### src/rtl/cpu_types_pkg.sv
`default_nettype none
// ============================================================================
//  Module      : cpu_types_pkg
//  Description : Shared MIPS encodings, ALU op codes, the decode/issue
//                control word (ctrl_t) and the issue FSM state type.
//                Optional feature macro used by the decoder: ILLEGAL_TRAP_EN.
//  Revision    : 1.0  initial release
// ============================================================================
package cpu_types_pkg;

    // Primary opcodes. HALT lives at 6'h3E so that 6'h3F stays an unknown opcode.
    typedef enum logic [5:0] {
        OP_RTYPE = 6'h00,
        OP_J     = 6'h02,
        OP_JAL   = 6'h03,
        OP_BEQ   = 6'h04,
        OP_BNE   = 6'h05,
        OP_ADDIU = 6'h09,
        OP_SLTI  = 6'h0A,
        OP_SLTIU = 6'h0B,
        OP_ANDI  = 6'h0C,
        OP_ORI   = 6'h0D,
        OP_XORI  = 6'h0E,
        OP_LUI   = 6'h0F,
        OP_LW    = 6'h23,
        OP_SW    = 6'h2B,
        OP_LL    = 6'h30,
        OP_SC    = 6'h38,
        OP_HALT  = 6'h3E
    } opcode_t;

    // R-type function codes
    typedef enum logic [5:0] {
        FN_SLL   = 6'h00,
        FN_SRL   = 6'h02,
        FN_JR    = 6'h08,
        FN_MULTU = 6'h19,
        FN_DIVU  = 6'h1B,
        FN_ADD   = 6'h20,
        FN_ADDU  = 6'h21,
        FN_SUB   = 6'h22,
        FN_SUBU  = 6'h23,
        FN_AND   = 6'h24,
        FN_OR    = 6'h25,
        FN_XOR   = 6'h26,
        FN_NOR   = 6'h27,
        FN_SLT   = 6'h2A,
        FN_SLTU  = 6'h2B
    } funct_t;

    typedef enum logic [3:0] {
        ALU_SLL  = 4'd0,
        ALU_SRL  = 4'd1,
        ALU_ADD  = 4'd2,
        ALU_SUB  = 4'd3,
        ALU_AND  = 4'd4,
        ALU_OR   = 4'd5,
        ALU_XOR  = 4'd6,
        ALU_NOR  = 4'd7,
        ALU_SLT  = 4'd8,
        ALU_SLTU = 4'd9
    } aluop_t;

    // Control word handed across the ID/EX boundary
    typedef struct packed {
        logic        RegDst;
        logic        RegWr;
        logic        ImmToReg;
        logic        ExtOp;
        logic        ShamToAlu;
        logic        ImmToAlu;
        logic        DataRead;
        logic        DataWrite;
        logic        BrEq;
        logic        BrNeq;
        logic        Jump;
        logic        Jr;
        logic        Jal;
        logic        Halt;
        logic        MulStart;
        logic        DivStart;
        logic        Illegal;
        aluop_t      aluop;
        logic [4:0]  rs;
        logic [4:0]  rt;
        logic [4:0]  rd;
        logic [4:0]  shamt;
        logic [15:0] imm16;
    } ctrl_t;

    localparam int CTRL_W = $bits(ctrl_t);

    typedef enum logic [1:0] {
        RUN       = 2'd0,
        MWAIT     = 2'd1,
        HALT_PEND = 2'd2,
        HALTED    = 2'd3
    } ctrl_state_t;

    // Initial down-counter value for a multi-cycle op of latency lat (1..15).
    // Latency 1 maps to 0, meaning no wait state at all.
    function automatic logic [3:0] lat_to_cnt(input int lat);
        if (lat <= 1)
            return 4'd0;
        else if (lat >= 15)
            return 4'd14;
        else
            return 4'(lat - 1);
    endfunction

endpackage
`default_nettype wire

### src/rtl/decode_comb.sv
`default_nettype none
// ============================================================================
//  Module      : decode_comb
//  Description : Purely combinational MIPS instruction -> ctrl_t decoder.
//                ILLEGAL_TRAP_EN: when defined, unknown opcodes / R-type
//                functs raise Illegal and Halt; otherwise they decode as NOP.
//  Revision    : 1.0  initial release
// ============================================================================
module decode_comb
    import cpu_types_pkg::*;
(
    input  logic [31:0]       i_instr,
    output logic [CTRL_W-1:0] o_ctrl
);

`ifdef ILLEGAL_TRAP_EN
    localparam bit c_trap_en = 1'b1;
`else
    localparam bit c_trap_en = 1'b0;
`endif

    opcode_t w_op;
    funct_t  w_fn;
    ctrl_t   w_c;
    logic    w_illegal;

    assign w_op = opcode_t'(i_instr[31:26]);
    assign w_fn = funct_t'(i_instr[5:0]);

    // Decode opcode/funct into control bits; unknown encodings leave all bits low
    always_comb begin
        w_c           = '0;
        w_c.aluop     = ALU_ADD;
        w_c.rs        = i_instr[25:21];
        w_c.rt        = i_instr[20:16];
        w_c.rd        = i_instr[15:11];
        w_c.shamt     = i_instr[10:6];
        w_c.imm16     = i_instr[15:0];
        w_illegal     = 1'b0;

        case (w_op)
            OP_RTYPE: begin
                w_c.RegDst = 1'b1;
                w_c.RegWr  = 1'b1;
                case (w_fn)
                    FN_SLL:  begin w_c.ShamToAlu = 1'b1; w_c.aluop = ALU_SLL; end
                    FN_SRL:  begin w_c.ShamToAlu = 1'b1; w_c.aluop = ALU_SRL; end
                    FN_JR:   begin w_c.RegDst = 1'b0; w_c.RegWr = 1'b0; w_c.Jr = 1'b1; end
                    // HI/LO results only: no GPR write
                    FN_MULTU: begin w_c.RegWr = 1'b0; w_c.MulStart = 1'b1; end
                    FN_DIVU:  begin w_c.RegWr = 1'b0; w_c.DivStart = 1'b1; end
                    FN_ADD, FN_ADDU: w_c.aluop = ALU_ADD;
                    FN_SUB, FN_SUBU: w_c.aluop = ALU_SUB;
                    FN_AND:  w_c.aluop = ALU_AND;
                    FN_OR:   w_c.aluop = ALU_OR;
                    FN_XOR:  w_c.aluop = ALU_XOR;
                    FN_NOR:  w_c.aluop = ALU_NOR;
                    FN_SLT:  w_c.aluop = ALU_SLT;
                    FN_SLTU: w_c.aluop = ALU_SLTU;
                    default: begin
                        w_c.RegDst = 1'b0;
                        w_c.RegWr  = 1'b0;
                        w_illegal  = 1'b1;
                    end
                endcase
            end
            OP_J:    w_c.Jump = 1'b1;
            OP_JAL:  begin w_c.Jump = 1'b1; w_c.Jal = 1'b1; w_c.RegWr = 1'b1; end
            OP_BEQ:  w_c.BrEq  = 1'b1;
            OP_BNE:  w_c.BrNeq = 1'b1;
            OP_ADDIU: begin
                w_c.RegWr = 1'b1; w_c.ExtOp = 1'b1; w_c.ImmToAlu = 1'b1; w_c.aluop = ALU_ADD;
            end
            OP_SLTI: begin
                w_c.RegWr = 1'b1; w_c.ExtOp = 1'b1; w_c.ImmToAlu = 1'b1; w_c.aluop = ALU_SLT;
            end
            OP_SLTIU: begin
                w_c.RegWr = 1'b1; w_c.ExtOp = 1'b1; w_c.ImmToAlu = 1'b1; w_c.aluop = ALU_SLTU;
            end
            OP_ANDI: begin w_c.RegWr = 1'b1; w_c.ImmToAlu = 1'b1; w_c.aluop = ALU_AND; end
            OP_ORI:  begin w_c.RegWr = 1'b1; w_c.ImmToAlu = 1'b1; w_c.aluop = ALU_OR;  end
            OP_XORI: begin w_c.RegWr = 1'b1; w_c.ImmToAlu = 1'b1; w_c.aluop = ALU_XOR; end
            OP_LUI:  begin w_c.RegWr = 1'b1; w_c.ImmToAlu = 1'b1; w_c.ImmToReg = 1'b1; end
            OP_LW, OP_LL: begin
                w_c.RegWr = 1'b1; w_c.ExtOp = 1'b1; w_c.ImmToAlu = 1'b1; w_c.DataRead = 1'b1;
            end
            OP_SW: begin
                w_c.ExtOp = 1'b1; w_c.ImmToAlu = 1'b1; w_c.DataWrite = 1'b1;
            end
            // SC writes its success flag back to rt
            OP_SC: begin
                w_c.RegWr = 1'b1; w_c.ExtOp = 1'b1; w_c.ImmToAlu = 1'b1; w_c.DataWrite = 1'b1;
            end
            OP_HALT: w_c.Halt = 1'b1;
            default: w_illegal = 1'b1;
        endcase

        if (c_trap_en && w_illegal) begin
            w_c.Illegal = 1'b1;
            w_c.Halt    = 1'b1;
        end
    end

    assign o_ctrl = w_c;

endmodule
`default_nettype wire

### src/rtl/pipelined_control_unit.sv
`default_nettype none
// ============================================================================
//  Module      : pipelined_control_unit
//  Description : Decode/issue stage. Accepts instructions over valid/ready,
//                registers the decoded control word toward EX, stalls issue
//                for MULTU/DIVU latency, handles flush and a sticky HALT.
//                Optional macro (in decode_comb): ILLEGAL_TRAP_EN.
//  Revision    : 1.0  initial release
// ============================================================================
module pipelined_control_unit
    import cpu_types_pkg::*;
#(
    parameter int MUL_LAT = 4,
    parameter int DIV_LAT = 8
)(
    input  logic              CLK,
    input  logic              nRST,
    input  logic              in_valid,
    input  logic [31:0]       in_instr,
    output logic              in_ready,
    input  logic              flush,
    input  logic              out_ready,
    output logic              out_valid,
    output logic [CTRL_W-1:0] out_ctrl,
    output logic              busy,
    output logic              halted
);

    localparam logic [3:0] c_mul_cnt = lat_to_cnt(MUL_LAT);
    localparam logic [3:0] c_div_cnt = lat_to_cnt(DIV_LAT);

    ctrl_state_t       r_state;
    ctrl_state_t       w_state_nxt;
    logic [3:0]        r_cnt;
    logic [3:0]        w_cnt_nxt;
    logic              r_out_valid;
    ctrl_t             r_out_ctrl;
    logic [CTRL_W-1:0] w_dec_bits;
    ctrl_t             w_dec;
    logic              w_accept;

    decode_comb u_decode (
        .i_instr (in_instr),
        .o_ctrl  (w_dec_bits)
    );

    assign w_dec = ctrl_t'(w_dec_bits);

    // Ready only in RUN, never while flushing or in reset, and only if the
    // output slot is empty or draining this cycle
    assign in_ready  = nRST && (r_state == RUN) && !flush && (!r_out_valid || out_ready);
    assign w_accept  = in_valid && in_ready;

    assign out_valid = r_out_valid;
    assign out_ctrl  = r_out_ctrl;
    assign busy      = (r_state == MWAIT);
    assign halted    = (r_state == HALTED);

    // State and latency counter registers
    always_ff @(posedge CLK) begin
        if (!nRST) begin
            r_state <= RUN;
            r_cnt   <= 4'd0;
        end else begin
            r_state <= w_state_nxt;
            r_cnt   <= w_cnt_nxt;
        end
    end

    // Next-state logic; flush wins over everything except a completed halt
    always_comb begin
        w_state_nxt = r_state;
        w_cnt_nxt   = r_cnt;
        if (flush) begin
            w_cnt_nxt = 4'd0;
            if (r_state != HALTED)
                w_state_nxt = RUN;
        end else begin
            case (r_state)
                RUN: begin
                    if (w_accept) begin
                        if (w_dec.Halt) begin
                            w_state_nxt = HALT_PEND;
                        end else if (w_dec.MulStart && (c_mul_cnt != 4'd0)) begin
                            w_state_nxt = MWAIT;
                            w_cnt_nxt   = c_mul_cnt;
                        end else if (w_dec.DivStart && (c_div_cnt != 4'd0)) begin
                            w_state_nxt = MWAIT;
                            w_cnt_nxt   = c_div_cnt;
                        end
                    end
                end
                // Leave on the edge where the counter reaches zero
                MWAIT: begin
                    if (r_cnt <= 4'd1) begin
                        w_cnt_nxt   = 4'd0;
                        w_state_nxt = RUN;
                    end else begin
                        w_cnt_nxt = r_cnt - 4'd1;
                    end
                end
                HALT_PEND: begin
                    if (r_out_valid && out_ready)
                        w_state_nxt = HALTED;
                end
                HALTED:  w_state_nxt = HALTED;
                default: w_state_nxt = RUN;
            endcase
        end
    end

    // ID/EX output register: load on accept, drop valid once EX takes it
    always_ff @(posedge CLK) begin
        if (!nRST) begin
            r_out_valid <= 1'b0;
            r_out_ctrl  <= '0;
        end else if (flush) begin
            r_out_valid <= 1'b0;
        end else if (w_accept) begin
            r_out_valid <= 1'b1;
            r_out_ctrl  <= w_dec;
        end else if (r_out_valid && out_ready) begin
            r_out_valid <= 1'b0;
        end
    end

endmodule
`default_nettype wire

### config.mk
export PLATFORM = sky130hd
export DESIGN_NAME = pipelined_control_unit
export DESIGN_NICKNAME = d
export VERILOG_FILES = /design/src/rtl/cpu_types_pkg.sv /design/src/rtl/decode_comb.sv /design/src/rtl/pipelined_control_unit.sv
export SDC_FILE = /design/constraint.sdc
export NUM_CORES = 1
export LEC_CHECK = 0
export CORE_MARGIN = 10
export CORE_UTILIZATION = 40
export DETAILED_ROUTE_END_ITERATION = 8
export GPL_TIMING_DRIVEN = 0
export PLACE_DENSITY = 0.74
export SLEW_MARGIN = 20
export SYNTH_ARGS = -nofsm -noshare
export SYNTH_HDL_FRONTEND = slang
export SYNTH_SLANG_ARGS = --single-unit
### constraint.sdc
create_clock -name CLK -period 2.38 [get_ports CLK]
set_input_delay 0.238 -clock CLK [delete_from_list [all_inputs] [get_ports CLK]]
set_output_delay 0.238 -clock CLK [all_outputs]
set_load 0.01 [all_outputs]
# Word level (Yosys, flattened, before mapping)
# Index checks and enable logic that the tools add are counted.
[totals]
regBits = 63
input_bits = 37
output_inout_bits = 61
word_cells = 138
[classes]
n_addsub = 1
magnitude_cmp = 1
n_eq_ne = 42
n_mux = 40
bitwise = 2
reduce_logical = 27
[op_table]
columns = ["operator", "n"]
rows = [
  ["$eq 6x6->1 const B", 15],
  ["$eq 6x4->1 const B", 8],
  ["$pmux 4 s9", 1],
  ["$pmux 4 s6", 1],
  ["$reduce_or 11->1", 2],
  ["$mux 1", 21],
  ["$mux 4", 5],
  ["$eq 6x2->1 const B", 3],
  ["$mux 2", 9],
  ["$reduce_or 14->1", 1],
  ["$eq 6x3->1 const B", 2],
  ["$eq 6x5->1 const B", 2],
  ["$logic_not 6->1", 2],
  ["$reduce_or 12->1", 1],
  ["$reduce_or 2->1", 6],
  ["$ne 3x3->1 const B", 3],
  ["$pmux 2 s4", 1],
  ["$pmux 4 s2", 1],
  ["$reduce_or 7->1", 1],
  ["$ne 2x2->1 const B", 3],
  ["$logic_and 1x1->1", 5],
  ["$ne 5x5->1 const B", 1],
  ["$reduce_and 5->1", 1],
  ["$eq 2x2->1 const B", 2],
  ["other kinds (13)", 16],
]

# Longest topological paths before layout
[depth]
depth_word = 9
ltp_mapped = 7
depth_no_buf = 6

# Cells and area by module
# From an unflattened synthesis, not the netlist that was laid out.
[unflattened]
hier_cells = 412
hier_area_um2 = 3150.5
[modules_own_cells]
columns = ["module", "n_inst", "cells_each", "area_per_inst_um2", "seq_area_each_um2"]
rows = [
  ["pipelined_control_unit", 1, 309, 2444.8, 1281.2],
  ["decode_comb", 1, 103, 705.7, 0.0],
]

# Least setup slack after synthesis
# Ideal clock, no wire load.
[synth_timing]
kind = "input-to-reg"
start = "in in_instr[29]"
end = "reg r_out_ctrl, in the netlist out_ctrl[42]"
setup_time_ns = 0.070
arrival_ns = 1.828
required_ns = 2.310
slack_ns = 0.482
path_stages = 5
n_path_buf = 1
cell_sequence = "or4_4 or4_1 buf_2 or3_1 a21boi_1"
[synth_via]
elab_chain_cells = 2
[synth_rtl]
columns = ["item", "line", "rtl"]
rows = [
  ["from (decl)", "pipelined_control_unit.sv:19", "input logic [31:0] in_instr,"],
  ["$logic_not 6->1", "decode_comb.sv:41", "case (w_op)"],
  ["$mux 2", "decode_comb.sv:41", ""],
  ["to (signal assigned)", "pipelined_control_unit.sv:121", "r_out_ctrl <= w_dec;"],
  ["to (decl)", "pipelined_control_unit.sv:37", "ctrl_t r_out_ctrl;"],
]
# No other way between the ends.
# A chain may end at the register's enable or synchronous reset.

# Worst setup path after layout
[layout_timing]
start = "in in_instr[31]"
end = "reg r_out_ctrl, in the netlist out_ctrl[42]"
# The elaborated chain is that of the path after synthesis.

==> metrics <==
Die H=101.7 µm; path depth of the worst reg2reg path=6; Ys Warns=0; Yosys cell types=48; post-synthesis mux area share=0%; Worst-path clk slew=0.10 ns; die area=0.01035 mm²; Via Count=2756; asr flop ratio synth=0%; Final setup viols=0; non-filler instance count after layout=521; CP arrival=2.52 ns; vias in the first global route=2663; Synth Cell Area=0.002671 mm²; compound-gate portion of the synthesized area=24.92%; achievable frequency=438.8 MHz; post-route ant nets=0; Syn Area/Cell=7.765 µm²; post-synthesis simple-gate area fraction=26.18%; Inserted Clock Buffers=5; Cells after Synth=344; Max-Cap Viols=0; leading cell type in the layout, fill and taps excluded=clkdlybuf4s50_1; final net count=482; total grt overflow=0; Worst R2R Setup Slack=0.60 ns; DR WL/cell=15.45 µm; reg-to-reg critical path startpoint=r_cnt[0]$_SDFFE_PP0P_; Pleak=0.001294 µW; Critical-path top delay cell=or4_4; worst setup path category=in -> reg; Worst Hold Path Cells=3; ys flop type=dfxtp_1; Critical R2R Capture=r_state[0]$_SDFFE_PN0P_; site row count=29; fin crit share=95.75%; placed cell count=513; Post-Synth Adder-Cell Area=0.9368%; syn_nets=383; crit end category=flip-flop; postcts setup bufs=0; Cell Pwr Density=455.9 mW/mm²; CP max FO=8; placed cell area=0.003689 mm²; number of synthesized flops with an enable pin=0; CP Launch Type=input pin; 1st-pass router iterations=4; Max H-tree Level=2; chip width=101.7 µm; drt drc=0; first-pass GRT wire length=13120 µm; initial antenna violation count=0; hpwl dp=6248 µm; Max Transition Viols Final=0; CTS Root Cell=clkbuf_8; ANT cells=0; initial core utilization=41.59%; most frequent cells in the layout=clkdlybuf4s50_1 (92), nand2_1 (79), dfxtp_1 (53), a21boi_0 (38), clkbuf_1 (18); RSZ-0062 raised after global routing=false; synthesized flop and latch total=53; layout cells sized above 1=7.883%; min Tclk post-route=2.279 ns; Clock Tree Buf Depth=2; Hold WC Path Type=in -> reg; All-Layer GR Usage=15.35%; xor/xnor cell area share of the yosys netlist=0.3279%; initial detailed-routing violation count=181; Slew @ Worst Pin=0.6906 ns; drt total wl=8051 µm; IO Port Bufs=92; IO Count=98; Clock Sinks=53; status=finished, final reports clean; gp weighted congestion=0.8420; design area=0.003791 mm²; CTS resizes=0; CTS tree=done; hold_buf cts=0; max incr delay on CP=0.55 ns; worst path required time=2.62 ns; vias per inst=5.290; Skew-Pair Late Insertion Delay=0.30 ns; Worst Hold Launch=in_instr[5]; Peak VDD IR=0.0002587 V; Hold EP=out_ctrl[5]$_SDFFE_PN0P_; largest family of logic cells by synthesized area=simple AND/OR/NAND/NOR gates; Fillers=629; Layout area overhead=41.92%; register area share after synthesis=39.72%; Final Hold Viols=0; crit path cell chain=clkdlybuf4s50_1 -> or4_4 -> or4_1 -> buf_2 -> or3_1 -> a21boi_1; Worst Skew=0.004687 ns; CORE AREA=0.006422 mm²; worst rel slew slack=53.31%; largest net degree at the start of global routing=19
-- where the power goes --
group / internal (µW) / switching, µW / total, µW
Clock: 214 / 308 / 522
Combinational: 150 / 138 / 288
Sequential: 908 / 11.4 / 919
Total: 1270 / 457 / 1730
-- synth_stat cells, types with 3 or more instances --
library cell	n	area [µm²]
nand2_1	79	296.5
dfxtp_1	53	1061
a21boi_0	38	285.3
clkbuf_1	24	90.09
a21oi_1	16	80.08
nor2_1	16	60.06
o21ai_0	12	60.06
buf_4	11	82.58
nand2b_1	9	56.30
inv_1	7	26.28
a211oi_1	6	45.04
a31oi_1	6	37.54
nand4_1	6	37.54
nor3_1	5	25.02
or2_2	5	31.28
nand3_1	4	20.02
nand3b_1	4	30.03
and4_1	3	26.28
or3_1	3	18.77
-- cells by family (layout without fill, tap and decap cells) --
family                   after synthesis  in the layout
adder cells (fa/ha/maj)                2              2
other                                  1              1
AND/OR/NAND/NOR                      146            146
flip-flops                            53             53
XOR/XNOR                               1              1
buffers and inverters                 44            144
AO/OA/AOI/OAI                         97             97
-- through the flow --
| step | total power [µW] | setup WS [ns] | utilization (%) | setup TNS [ns] | hold slack [ns] |
|---|---|---|---|---|---|
| 4_1_cts | 1759 | 0.09328 | 58.91 | 0 | 0.3016 |
| 3_5_place_dp | 1226 | -0.2325 | 57.43 | -5.652 | 0.4522 |
| 2_1_floorplan | 1073 | 0.4821 | - | 0 | 0.3829 |
| 3_3_place_gp | 1222 | -0.2328 | 57.43 | -4.161 | 0.4451 |
| 6_report | 1729 | 0.1011 | 59.03 | 0 | 0.3097 |
| 5_1_grt | 1827 | 0.05908 | 59.03 | 0 | 0.3193 |
-- worst max-delay path: cells and delay by family --
family,cells,cell delay [ns]
AOI/OAI and AO/OA,1,0.14
and+or+nand+nor,3,1.41
buffers and inverters,2,0.72
-- flip-flops by register name, summed over array words and instances (netlist names) --
signal	cells
r_cnt	4
r_state	2
out_valid	1
out_ctrl	46
-- cell type report --
| type | instances | area (µm²) | share of cell area (%) |
|---|---|---|---|
| plain buffers | 37 | 188.9 | 4.983 |
| clock inverters | 3 | 26.28 | 0.6931 |
| multi-input cells | 247 | 1403 | 37.00 |
| clock buffers | 5 | 68.82 | 1.815 |
| flip-flops and latches | 53 | 1061 | 27.99 |
| well taps | 77 | 96.34 | 2.541 |
| inverters | 7 | 26.28 | 0.6931 |
| repair buffers | 92 | 920.9 | 24.29 |
-- worst max path at each step --
stage | from | to | cells past startpoint
floorplan | in_instr[29] | out_ctrl[42]$_SDFFE_PN0P_ | 5
global placement | nRST | r_cnt[0]$_SDFFE_PP0P_ | 8
detailed placement | nRST | r_cnt[0]$_SDFFE_PP0P_ | 8
CTS | nRST | r_cnt[0]$_SDFFE_PP0P_ | 8
global route | in_instr[31] | out_ctrl[42]$_SDFFE_PN0P_ | 6
finish | in_instr[31] | out_ctrl[42]$_SDFFE_PN0P_ | 6
-- metal layers --
metal	wire (µm)	track usage (%)	up-vias
met5	0	0	-
met4	96	4.290	0
met3	557	3.948	7
met2	3757	25.50	101
met1	3640	19.17	1266
li1	-	-	1382
(Power assumes the default switching activity.)
